--- config.mk ---
export PLATFORM = sky130hd
export DESIGN_NAME = xgmiialign
export DESIGN_NICKNAME = d
export VERILOG_FILES = /design/src/rtl/xgmii_pkg.sv /design/src/rtl/xgmii_lane_mux.sv /design/src/rtl/xgmiialign.sv
export SDC_FILE = /design/constraint.sdc
export NUM_CORES = 1
export LEC_CHECK = 0
export CAP_MARGIN = 40
export CORE_ASPECT_RATIO = 1.75
export CORE_MARGIN = 3
export CORE_UTILIZATION = 50
export CTS_CLUSTER_DIAMETER = 120
export DETAILED_ROUTE_END_ITERATION = 10
export GPL_ROUTABILITY_DRIVEN = 0
export PLACE_DENSITY = 0.79
export SYNTH_ARGS = -nofsm -noshare
export SYNTH_HDL_FRONTEND = slang
export SYNTH_SLANG_ARGS = --single-unit
--- constraint.sdc ---
create_clock -name xgmii_rx_clk -period 20 [get_ports xgmii_rx_clk]
set_input_delay 2 -clock xgmii_rx_clk [delete_from_list [all_inputs] [get_ports xgmii_rx_clk]]
set_output_delay 2 -clock xgmii_rx_clk [all_outputs]
set_load 0.02 [all_outputs]
--- src/rtl/xgmii_pkg.sv ---
// Shared XGMII definitions: control characters, lane typedefs and a lane
// classification helper used by the receive aligner.
package xgmii_pkg;

  localparam logic [7:0] XGMII_START = 8'hFB;
  localparam logic [7:0] XGMII_IDLE  = 8'h07;
  localparam logic [7:0] XGMII_TERM  = 8'hFD;

  typedef logic [7:0] lane_byte_t;
  typedef logic       lane_ctl_t;

  // True when a lane carries the given control character.
  function automatic logic is_char(input lane_byte_t d, input lane_ctl_t c,
                                   input lane_byte_t ch);
    return c && (d == ch);
  endfunction

endpackage

--- src/rtl/xgmii_lane_mux.sv ---
// Combinational byte-lane selector. Output lane j takes lane j+shift of the
// older word (b) while that index stays inside the word, and otherwise wraps
// into the newer word (a). Data and control are steered identically.
module xgmii_lane_mux
  import xgmii_pkg::*;
#(
  parameter int LANES = 8
) (
  input  logic [8*LANES-1:0]         a_d,
  input  logic [LANES-1:0]           a_c,
  input  logic [8*LANES-1:0]         b_d,
  input  logic [LANES-1:0]           b_c,
  input  logic [$clog2(LANES)-1:0]   shift,
  output logic [8*LANES-1:0]         d,
  output logic [LANES-1:0]           c
);

  // Select each output lane from b (low side) or a (high side).
  always_comb begin
    d = '0;
    c = '0;
    for (int j = 0; j < LANES; j++) begin
      int idx;
      idx = j + int'(shift);
      if (idx < LANES) begin
        d[8*j +: 8] = b_d[8*idx +: 8];
        c[j]        = b_c[idx];
      end else begin
        d[8*j +: 8] = a_d[8*(idx-LANES) +: 8];
        c[j]        = a_c[idx-LANES];
      end
    end
  end

endmodule

--- src/rtl/xgmiialign.sv ---
// XGMII receive start-of-frame aligner. Two word registers (A newest, B older)
// feed a lane mux so every accepted /S/ leaves in lane 0. The shift register
// and its previous value together describe a transition: on the first output
// built after a shift change, lanes that would repeat are idle-filled and
// lanes that are skipped are checked for non-idle content.
// A misaligned /S/ is reported on the first output built with its word in A.
module xgmiialign
  import xgmii_pkg::*;
#(
  parameter int         LANES      = 8,
  parameter int         ALIGN      = 4,
  parameter logic [7:0] START_CHAR = XGMII_START,
  parameter logic [7:0] IDLE_CHAR  = XGMII_IDLE
) (
  input  logic                       xgmii_rx_clk,
  input  logic                       sys_rst,
  input  logic [8*LANES-1:0]         xgmii_rxd_i,
  input  logic [LANES-1:0]           xgmii_rxc_i,
  output logic [8*LANES-1:0]         xgmii_rxd_o,
  output logic [LANES-1:0]           xgmii_rxc_o,
  output logic [$clog2(LANES)-1:0]   lane_shift,
  output logic                       err_misalign,
  output logic                       err_drop,
  output logic [31:0]                start_cnt
);

  localparam int SW = $clog2(LANES);

  logic [8*LANES-1:0] a_d, b_d, mux_d, fill_d;
  logic [LANES-1:0]   a_c, b_c, mux_c, fill_c;
  logic [SW-1:0]      shift_prev;
  logic [SW-1:0]      start_lane;
  logic               start_found;
  logic               start_illegal;
  logic               mis_pend;
  logic               drop_now;
  logic [31:0]        cnt_q;

  assign start_cnt = cnt_q;

  xgmii_lane_mux #(.LANES(LANES)) u_mux (
    .a_d   (a_d),
    .a_c   (a_c),
    .b_d   (b_d),
    .b_c   (b_c),
    .shift (lane_shift),
    .d     (mux_d),
    .c     (mux_c)
  );

  // Find the lowest legal /S/ lane in the incoming word; note misplaced ones.
  always_comb begin
    start_found   = 1'b0;
    start_lane    = '0;
    start_illegal = 1'b0;
    for (int p = 0; p < LANES; p++) begin
      if (is_char(xgmii_rxd_i[8*p +: 8], xgmii_rxc_i[p], START_CHAR)) begin
        if ((p % ALIGN) == 0) begin
          if (!start_found) begin
            start_found = 1'b1;
            start_lane  = SW'(p);
          end
        end else begin
          start_illegal = 1'b1;
        end
      end
    end
  end

  // Transition handling: idle-fill repeated lanes, flag skipped non-idle lanes.
  always_comb begin
    fill_d   = mux_d;
    fill_c   = mux_c;
    drop_now = 1'b0;
    for (int j = 0; j < LANES; j++) begin
      if ((int'(shift_prev) > int'(lane_shift)) &&
          (j < int'(shift_prev) - int'(lane_shift))) begin
        fill_d[8*j +: 8] = IDLE_CHAR;
        fill_c[j]        = 1'b1;
      end
      if ((j >= int'(shift_prev)) && (j < int'(lane_shift)) &&
          !is_char(b_d[8*j +: 8], b_c[j], IDLE_CHAR)) begin
        drop_now = 1'b1;
      end
    end
  end

  // Word pipeline, shift tracking, flags, start counter and output register.
  always_ff @(posedge xgmii_rx_clk or posedge sys_rst) begin
    if (sys_rst) begin
      a_d          <= '0;
      a_c          <= '0;
      b_d          <= '0;
      b_c          <= '0;
      lane_shift   <= '0;
      shift_prev   <= '0;
      mis_pend     <= 1'b0;
      err_misalign <= 1'b0;
      err_drop     <= 1'b0;
      cnt_q        <= '0;
      xgmii_rxd_o  <= '0;
      xgmii_rxc_o  <= '0;
    end else begin
      a_d          <= xgmii_rxd_i;
      a_c          <= xgmii_rxc_i;
      b_d          <= a_d;
      b_c          <= a_c;
      shift_prev   <= lane_shift;
      if (start_found) begin
        lane_shift <= start_lane;
        cnt_q      <= cnt_q + 32'd1;
      end
      mis_pend     <= start_illegal && !start_found;
      err_misalign <= mis_pend;
      err_drop     <= drop_now;
      xgmii_rxd_o  <= fill_d;
      xgmii_rxc_o  <= fill_c;
    end
  end

endmodule

==> results.json, run 1 <==
{
  "run_status": "completed",
  "yosysTopAreaCell": "dfrtp_1",
  "synthMuxAreaShare_pct": 5.09,
  "ys_types": 36,
  "die_width_um": 103,
  "cp.arrival_ps": 1960,
  "cp-start-kind": "register",
  "min_period_over_period_pct": 19.8,
  "rows": 61,
  "p_comb_share_pct": 9.8,
  "synth.area.top_cells": "dfrtp_1 77%, mux2_2 5.1%, xnor2_1 2.2%, nand2_1 2.1%, a22o_1 2.0%",
  "fin_crit_ps": 3960,
  "numCtsBuffers": 22,
  "grt_pass1_wl_um": 29400,
  "synth_top_area_share_pct": 77.3,
  "cts_root_buffer": "clkbuf_16",
  "setup_tns_ps": 0,
  "clk_pin_slew_worst_paths_ps": 70,
  "fin_nets": 796,
  "synth_xor_xnor_area_share_pct": 3.32,
  "yosys.area_share.simple_pct": 9.34,
  "slew_violations": 0,
  "synth_seq_cells": 253,
  "pwr-share-clk_pct": 39.1,
  "path_delay_family": "flip-flops",
  "place_hpwl_um": 13500,
  "endpoint_kind": "primary output",
  "dr.pass1.iters": 4,
  "clock_latency_ps": 490,
  "drt_iter0_markers": 216,
  "tightestPinTransition_ps": 802,
  "syn_area_um2": 8190,
  "cts_tree": "done",
  "wl_met1_um": 6420,
  "finalNonFillerCells": 928,
  "cts_hold_buffers": 0,
  "cap_viol_max_count": 0,
  "grt_max_degree": 109,
  "cp.required_ps": 18000,
  "cp_num_buf_inv": 1,
  "chipHeight_um": 175,
  "setup_viol": 0,
  "min-delay-path-class": "reg -> reg",
  "relSlewSlack_pct": 46.6,
  "dpl.cell_count": 886,
  "clock_path_buffers": 3,
  "fmax_mhz": 252,
  "final_antenna_net_count": 0,
  "synth_cells": 528,
  "gr-total-overflow": 0,
  "antenna_found_initial": 1,
  "port_buffers": 180,
  "top_layer": "met4",
  "clock_sinks": 253,
  "synth_compound_area_share_pct": 3.64,
  "area_delta_synth_final_pct": 34.1,
  "min_path_cells": 0,
  "ys_seq_area_share_pct": 77.3,
  "p_sw_uw": 249,
  "synth.avg_cell_area_um2": 15.5,
  "dieArea_um2": 18000,
  "path_class": "reg -> out",
  "critPathMaxStageDelay_ps": 750,
  "power_frac_seq_pct": 51.1,
  "swShare_pct": 22.8,
  "ys_warn_count": 0,
  "critPathMaxFanout": 44,
  "p_per_area_nw_per_um2": 99.7,
  "vias_per_cell": 5.28,
  "coreArea_um2": 16000,
  "routed_wl_um": 18800,
  "p_leak_uw": 0.00476,
  "drive_above_1_share_pct": 11.7,
  "wl_per_cell_um": 20.3,
  "cts_setup_buffers": 0,
  "synth_top_family_by_area": "simple AND/OR/NAND/NOR gates",
  "initial_core_util_pct": 51.3,
  "p_total_uw": 1090,
  "grt_usage_pct": 21.6,
  "hold_viol": 0,
  "htree_levels": 1,
  "vias": 4904,
  "synth_fa_ha_area_share_pct": 0.153,
  "cts_resized": 0,
  "place_area_um2": 10200,
  "reg2reg_depth": 5,
  "met2WireLength_um": 10700,
  "fin_skew_ps": 7.06,
  "grt_pass1_vias": 5350,
  "drcViolationCount": 0,
  "crit_path_cell_trace": "clkdlybuf4s50_1",
  "fin_hold_ws_ps": 347,
  "p_int_uw": 845,
  "final_area_um2": 11000,
  "ir_worst_vdd_mv": 0.0633,
  "cp.depth": 1,
  "critPathSlowestCell": "dfrtp_4",
  "route.met3.wl_um": 976,
  "rsz0062_at_grt": "no",
  "nFillCells": 1077,
  "ios": 183
}
-- worst paths after layout --
check | startpoint | endpoint | slack, ps
hold / removal | a_d[40]$_DFF_PP0_ | b_d[40]$_DFF_PP0_ | 350
max in group asynchronous | sys_rst | lane_shift[2]$_DFFE_PP0P_ | 16570
setup / recovery | lane_shift[2]$_DFFE_PP0P_ | lane_shift[2] | 16040
setup reg to reg | start_cnt[12]$_DFFE_PP0P_ | start_cnt[30]$_DFFE_PP0P_ | 18060
hold reg to reg | a_d[40]$_DFF_PP0_ | b_d[40]$_DFF_PP0_ | 350
min in group asynchronous | sys_rst | start_cnt[9]$_DFFE_PP0P_ | 2020
-- layout by cell type (no fill, tap or decap), drive strengths merged, types with 4 or more instances in the layout --
cell           instances
xor2                  10
clkinvlp               4
dfrtp                253
clkdlybuf4s50        180
nor4                  13
mux2                  37
clkbuf                31
buf                    5
nand4                 21
nand2                 45
and3                   8
nor2                  30
xnor2                 21
o21ai                 17
a22o                  19
nand3                 12
-- cells in the mapped netlist, drive strengths merged --
library cell	n
xnor2	21
nand4b	1
clkbuf	12
or2	1
o211a	1
o21ai	17
and2	1
conb	1
nor3	3
inv	3
and4	2
nand3	12
a22o	19
ha	1
nor3b	1
xor2	10
dfrtp	253
nand4	21
and3	8
buf	5
nor2	30
a21oi	1
o2111ai	2
nand2b	2
o21a	1
nor4	13
or4	1
nand2	45
mux2	37
nor4b	3
-- state kept, by name, summed over array words and instances, names as in the netlist --
name,flops
a_d,64
b_d,64
xgmii_rxd_o,64
start_cnt,32
a_c,8
b_c,8
xgmii_rxc_o,8
err_drop,1
err_misalign,1
lane_shift,1
mis_pend,1
shift_prev,1
-- power groups by stage --
stage | Sequential, uW | Combinational [uW] | Clock (uW)
after floorplan | 581 | 31.7 | 0
after global placement | 570 | 103 | 0
after detailed placement | 569 | 108 | 0
after CTS | 560 | 109 | 436
after global routing | 562 | 115 | 459
final | 559 | 107 | 427
-- cell type report --
cell class                 instances  area [um2]  area share [%]
antenna                            2        5.00          0.0456
timing repair buffer             185        1860            17.0
clock inverter                     9         109           0.992
inverter                           3        18.8           0.171
multi-input combinational        256        1770            16.1
tap                              189         236            2.15
sequential                       253        6330            57.7
clock buffer                      31         636            5.79
-- logic make-up (layout without fill, tap and decap cells) --
logic type | Yosys count | count (layout)
compound gates | 41 | 41
xor+xnor | 31 | 31
fa+ha+maj | 1 | 1
buf+inv | 20 | 228
flops | 253 | 253
simple gates | 144 | 144
mux | 37 | 37
other cells | 1 | 4
-- per-layer routing --
metal	vias to the layer above	global-route usage, %
met5	-	0
met4	0	8.81
met3	38	3.90
met2	171	39.2
met1	2488	24.5
li1	2207	-
-- metrics by stage --
stage          util (%)  setup WS, ps
2_1_floorplan         -         11040
5_1_grt            68.8         15950
4_1_cts            68.8         16020
3_3_place_gp       63.8         15910
6_report           68.8         16040
3_5_place_dp       64.1         15830
No activity file was read; power rests on OpenSTA's default activity.
==> inputs of run 2 (changes only) <==
--- a/config.mk
+++ b/config.mk
@@ -8,11 +8,11 @@
 export CAP_MARGIN = 40
 export CORE_ASPECT_RATIO = 1.75
 export CORE_MARGIN = 3
-export CORE_UTILIZATION = 50
+export CORE_UTILIZATION = 45
 export CTS_CLUSTER_DIAMETER = 120
 export DETAILED_ROUTE_END_ITERATION = 10
 export GPL_ROUTABILITY_DRIVEN = 0
-export PLACE_DENSITY = 0.79
+export PLACE_DENSITY = 0.75
 export SYNTH_ARGS = -nofsm -noshare
 export SYNTH_HDL_FRONTEND = slang
 export SYNTH_SLANG_ARGS = --single-unit
==> constraint.sdc (replaced) <==
create_clock -name xgmii_rx_clk -period 3.3 [get_ports xgmii_rx_clk]
set_input_delay 0.33 -clock xgmii_rx_clk [delete_from_list [all_inputs] [get_ports xgmii_rx_clk]]
set_output_delay 0.33 -clock xgmii_rx_clk [all_outputs]
set_load 0.02 [all_outputs]
==> results.json, run 2 (synthesis results as in run 1) <==
{
  "run_status": "completed",
  "cts_root_buffer": "clkbuf_16",
  "vias": 4880,
  "path_delay_family": "flip-flops",
  "cts_hold_buffers": 0,
  "gr-total-overflow": 0,
  "tightestPinTransition_ps": 798,
  "p_leak_uw": 0.00477,
  "ios": 183,
  "rsz0062_at_grt": "no",
  "r2r_start": "lane_shift[2]$_DFFE_PP0P_",
  "clock_latency_ps": 490,
  "p_per_area_nw_per_um2": 592,
  "numCtsBuffers": 22,
  "fin_crit_ps": 2300,
  "place_hpwl_um": 13600,
  "port_buffers": 180,
  "fmax_mhz": 434,
  "min_period_over_period_pct": 69.8,
  "cp_num_buf_inv": 1,
  "cap_viol_max_count": 0,
  "cp-start-kind": "register",
  "largestRegisters": "a_d x64, b_d x64, xgmii_rxd_o x64",
  "cp.arrival_ps": 1970,
  "die_width_um": 108,
  "critPathMaxFanout": 47,
  "clk_pin_slew_worst_paths_ps": 60,
  "grt_use_met3_pct": 4.10,
  "setup_viol": 0,
  "place_ws_ps": 805,
  "setup_tns_ps": 0,
  "min-delay-path-class": "in -> async",
  "dieArea_um2": 19900,
  "grt_pass1_wl_um": 29500,
  "path_class": "reg -> out",
  "coreArea_um2": 17700,
  "clock_path_buffers": 3,
  "crit_path_cell_trace": "clkdlybuf4s50_1",
  "fin_hold_ws_ps": 285,
  "fin_skew_ps": 8.14,
  "hold_viol": 0,
  "place_area_um2": 10300,
  "grt_pass1_vias": 5400,
  "met2_usage_pct": 37.1,
  "mostFrequentLayoutCell": "dfrtp_1",
  "drive_above_1_share_pct": 12.3,
  "relSlewSlack_pct": 46.8,
  "rows": 64,
  "cts_setup_buffers": 0,
  "fin_nets": 797,
  "final_antenna_net_count": 0,
  "critPathMaxStageDelay_ps": 760,
  "clock_sinks": 253,
  "critPathSlowestCell": "dfrtp_4",
  "antenna_found_initial": 1,
  "chipHeight_um": 184,
  "dr.pass1.iters": 4,
  "cts_tree": "done",
  "met1_usage_pct": 20.8,
  "area_delta_synth_final_pct": 34.7,
  "grt_max_degree": 79,
  "final_area_um2": 11000,
  "final_cell_mix": "252 x dfrtp_1, 180 x clkdlybuf4s50_1, 45 x nand2_1",
  "utilization_pct": 62.3,
  "busiest_layer": "met2",
  "htree_levels": 1,
  "slew_violations": 0,
  "cts_resized": 0,
  "wl_per_cell_um": 19.3,
  "routed_wl_um": 18700,
  "startpoint": "lane_shift[2]$_DFFE_PP0P_",
  "vias_per_cell": 5.04,
  "grt_usage_pct": 19.4,
  "drt_iter0_markers": 171,
  "endpoint_kind": "primary output",
  "cp.required_ps": 2970,
  "drcViolationCount": 0,
  "initial_core_util_pct": 46.3,
  "setup_slack_ps": 997,
  "ir_worst_vdd_mv": 0.310
}
[run 2: cell types whose count changed in the layout (fill, tap and decap cells not counted), moves of 2 or more]
cell,previous run,this run
clkbuf_8,3,6
clkinv_2,2,5
clkbuf_1,5,1
bufinv_16,2,0
[run 2: final timing paths]
path                                                   to  slack (ps)  depth (start not counted)
worst min register to register     err_misalign$_DFF_PP0_         350                          0
max in group asynchronous       xgmii_rxd_o[30]$_DFF_PP0_        2230                          3
worst min-delay path             start_cnt[5]$_DFFE_PP0P_         280                          2
min in group xgmii_rx_clk               a_d[33]$_DFF_PP0_         300                          1
worst max-delay path                        lane_shift[2]        1000                          1
worst max register to register  xgmii_rxd_o[46]$_DFF_PP0_        1420                          2
[run 2: report_power, final]
part / total [uW] / internal, uW / switching, uW
combinational: 654 / 328 / 325
sequential: 3390 / 3280 / 103
clock: 2490 / 1410 / 1080
total: 6530 / 5030 / 1510
[run 2: final cells by class]
cell class,instances,area [um2]
diodes,1,2.50
inverters,3,15.0
multi-input cells,256,1770
repair buffers,186,1890
fillers,1358,6670
clock buffers,30,662
flip-flops and latches,253,6330
clock inverters,9,57.6
well taps,231,289
[run 2: per-stage QoR]
step	cells	power [uW]
2_1_floorplan	529	3720
3_3_place_gp	928	4080
3_5_place_dp	929	4110
4_1_cts	968	6610
5_1_grt	969	6800
6_report	969	6530
[run 2: per-layer routing]
metal	share of wire [%]	wire length, um
met1	33	6210
met4	2.9	536
met5	0	0
met2	58	10800
met3	6.2	1160
==> inputs of run 3 (changes only) <==
--- a/config.mk
+++ b/config.mk
@@ -8,11 +8,11 @@
 export CAP_MARGIN = 40
 export CORE_ASPECT_RATIO = 1.75
 export CORE_MARGIN = 3
-export CORE_UTILIZATION = 45
+export CORE_UTILIZATION = 50
 export CTS_CLUSTER_DIAMETER = 120
 export DETAILED_ROUTE_END_ITERATION = 10
 export GPL_ROUTABILITY_DRIVEN = 0
-export PLACE_DENSITY = 0.75
+export PLACE_DENSITY = 0.79
 export SYNTH_ARGS = -nofsm -noshare
 export SYNTH_HDL_FRONTEND = slang
 export SYNTH_SLANG_ARGS = --single-unit
==> constraint.sdc (replaced) <==
create_clock -name xgmii_rx_clk -period 2.3 [get_ports xgmii_rx_clk]
set_input_delay 0.23 -clock xgmii_rx_clk [delete_from_list [all_inputs] [get_ports xgmii_rx_clk]]
set_output_delay 0.23 -clock xgmii_rx_clk [all_outputs]
set_load 0.02 [all_outputs]
==> results.json, run 3 (synthesis results as in run 1) <==
{
  "coreArea_um2": 16000,
  "finalNonFillerCells": 931,
  "startpoint": "lane_shift[2]$_DFFE_PP0P_",
  "worst_r2r_endpoint": "start_cnt[29]$_DFFE_PP0P_",
  "mostFrequentLayoutCell": "dfrtp_1",
  "ir_worst_vdd_mv": 0.503,
  "cp.arrival_ps": 1890,
  "clock_path_buffers": 3,
  "vias": 4987,
  "rows": 61,
  "rrSetupSlack_ps": 460,
  "grt_pass1_wl_um": 29800,
  "dieArea_um2": 18000,
  "critPathMaxFanout": 39,
  "tightestPinTransition_ps": 565,
  "path_class": "reg -> out",
  "htree_levels": 1,
  "area_delta_synth_final_pct": 33.4,
  "chipHeight_um": 175,
  "fin_skew_ps": 9.30,
  "final_cell_mix": "252 x dfrtp_1, 180 x clkdlybuf4s50_1, 45 x nand2_1",
  "reg2reg_depth": 5,
  "critPathSlowestCell": "clkdlybuf4s50_1",
  "ios": 183,
  "cts_resized": 0,
  "place_ws_ps": 94.0,
  "num_antenna_cells": 0,
  "p_leak_uw": 0.00476,
  "fin_crit_ps": 2120,
  "initial_core_util_pct": 51.3,
  "rsz0062_at_grt": "no",
  "die_width_um": 103,
  "grt_pass1_vias": 5563,
  "largestRegisters": "a_d x64, b_d x64, xgmii_rxd_o x64",
  "min-delay-path-class": "in -> async",
  "utilization_pct": 68.4,
  "drcViolationCount": 0,
  "p_total_uw": 9080,
  "cp-start-kind": "register",
  "dpl.cell_count": 895,
  "final_antenna_net_count": 0,
  "fin_nets": 804,
  "drt_iter0_markers": 198,
  "cap_viol_max_count": 0,
  "endpoint": "lane_shift[2]",
  "path_delay_family": "buffers and inverters",
  "relSlewSlack_pct": 62.0,
  "dr.pass1.iters": 4,
  "cp.depth": 1,
  "grt_max_degree": 72,
  "hold_viol": 0,
  "antenna_found_initial": 0,
  "min_period_over_period_pct": 92.3,
  "gr-total-overflow": 0,
  "cp_num_buf_inv": 1,
  "clk_pin_slew_worst_paths_ps": 60,
  "cp.required_ps": 2070,
  "p_per_area_nw_per_um2": 831,
  "cts_tree": "done",
  "cts_setup_buffers": 0,
  "endpoint_kind": "primary output",
  "clock_latency_ps": 490,
  "vias_per_cell": 5.36,
  "fmax_mhz": 471,
  "slew_violations": 0,
  "numCtsBuffers": 21,
  "cts_root_buffer": "clkbuf_16",
  "wl_per_cell_um": 20.4,
  "setup_slack_ps": 177,
  "cts_hold_buffers": 0,
  "crit_path_cell_trace": "clkdlybuf4s50_1",
  "nFillCells": 1105,
  "setup_viol": 0,
  "critPathMaxStageDelay_ps": 710,
  "routed_wl_um": 19000,
  "run_status": "completed",
  "port_buffers": 180,
  "grt_usage_pct": 21.8,
  "clock_sinks": 253,
  "regArea_um2": 6330,
  "multi_input_area_um2": 1770,
  "drive_above_1_share_pct": 12.1,
  "place_hpwl_um": 13600,
  "r2r_start": "start_cnt[13]$_DFFE_PP0P_"
}
-- run 3: layout make-up --
cell class	count	area share [%]
clock buffer	29	5.27
clock inverter	7	0.378
inverter	3	0.138
multi-input combinational	256	16.2
sequential	253	58.0
tap	189	2.17
timing repair buffer	194	17.8
-- run 3: worst min path at each step --
| stage | start | end | slack, ps |
|---|---|---|---|
| floorplan | xgmii_rxc_i[0] | a_c[0]$_DFF_PP0_ | 260 |
| global placement | a_d[33]$_DFF_PP0_ | b_d[33]$_DFF_PP0_ | 330 |
| detailed placement | a_c[6]$_DFF_PP0_ | b_c[6]$_DFF_PP0_ | 330 |
| CTS | sys_rst | start_cnt[10]$_DFFE_PP0P_ | 200 |
| global route | xgmii_rxd_i[39] | a_d[39]$_DFF_PP0_ | 200 |
| finish | sys_rst | start_cnt[10]$_DFFE_PP0P_ | 190 |
-- run 3: per-stage QoR --
stage,area [um2],hold WS [ps],setup TNS (ps)
floorplan,8190,261,-318690
global placement,10300,332,0
detailed placement,10300,335,0
CTS,10900,197,0
global route,10900,202,0
finish,10900,187,0
-- run 3: layer usage --
metal | vias up | global-route usage [%] | part of all wire (%)
met3 | 33 | 4.09 | 5.9
met4 | 0 | 6.40 | 2.5
met5 | - | 0 | 0
li1 | 2205 | - | -
met1 | 2561 | 24.2 | 34
met2 | 188 | 41.0 | 58
-- run 3: report_power, final --
part	internal, uW	switching [uW]	total [uW]
combinational	477	484	961
sequential	4710	141	4850
clock	1760	1510	3260
total	6950	2130	9080
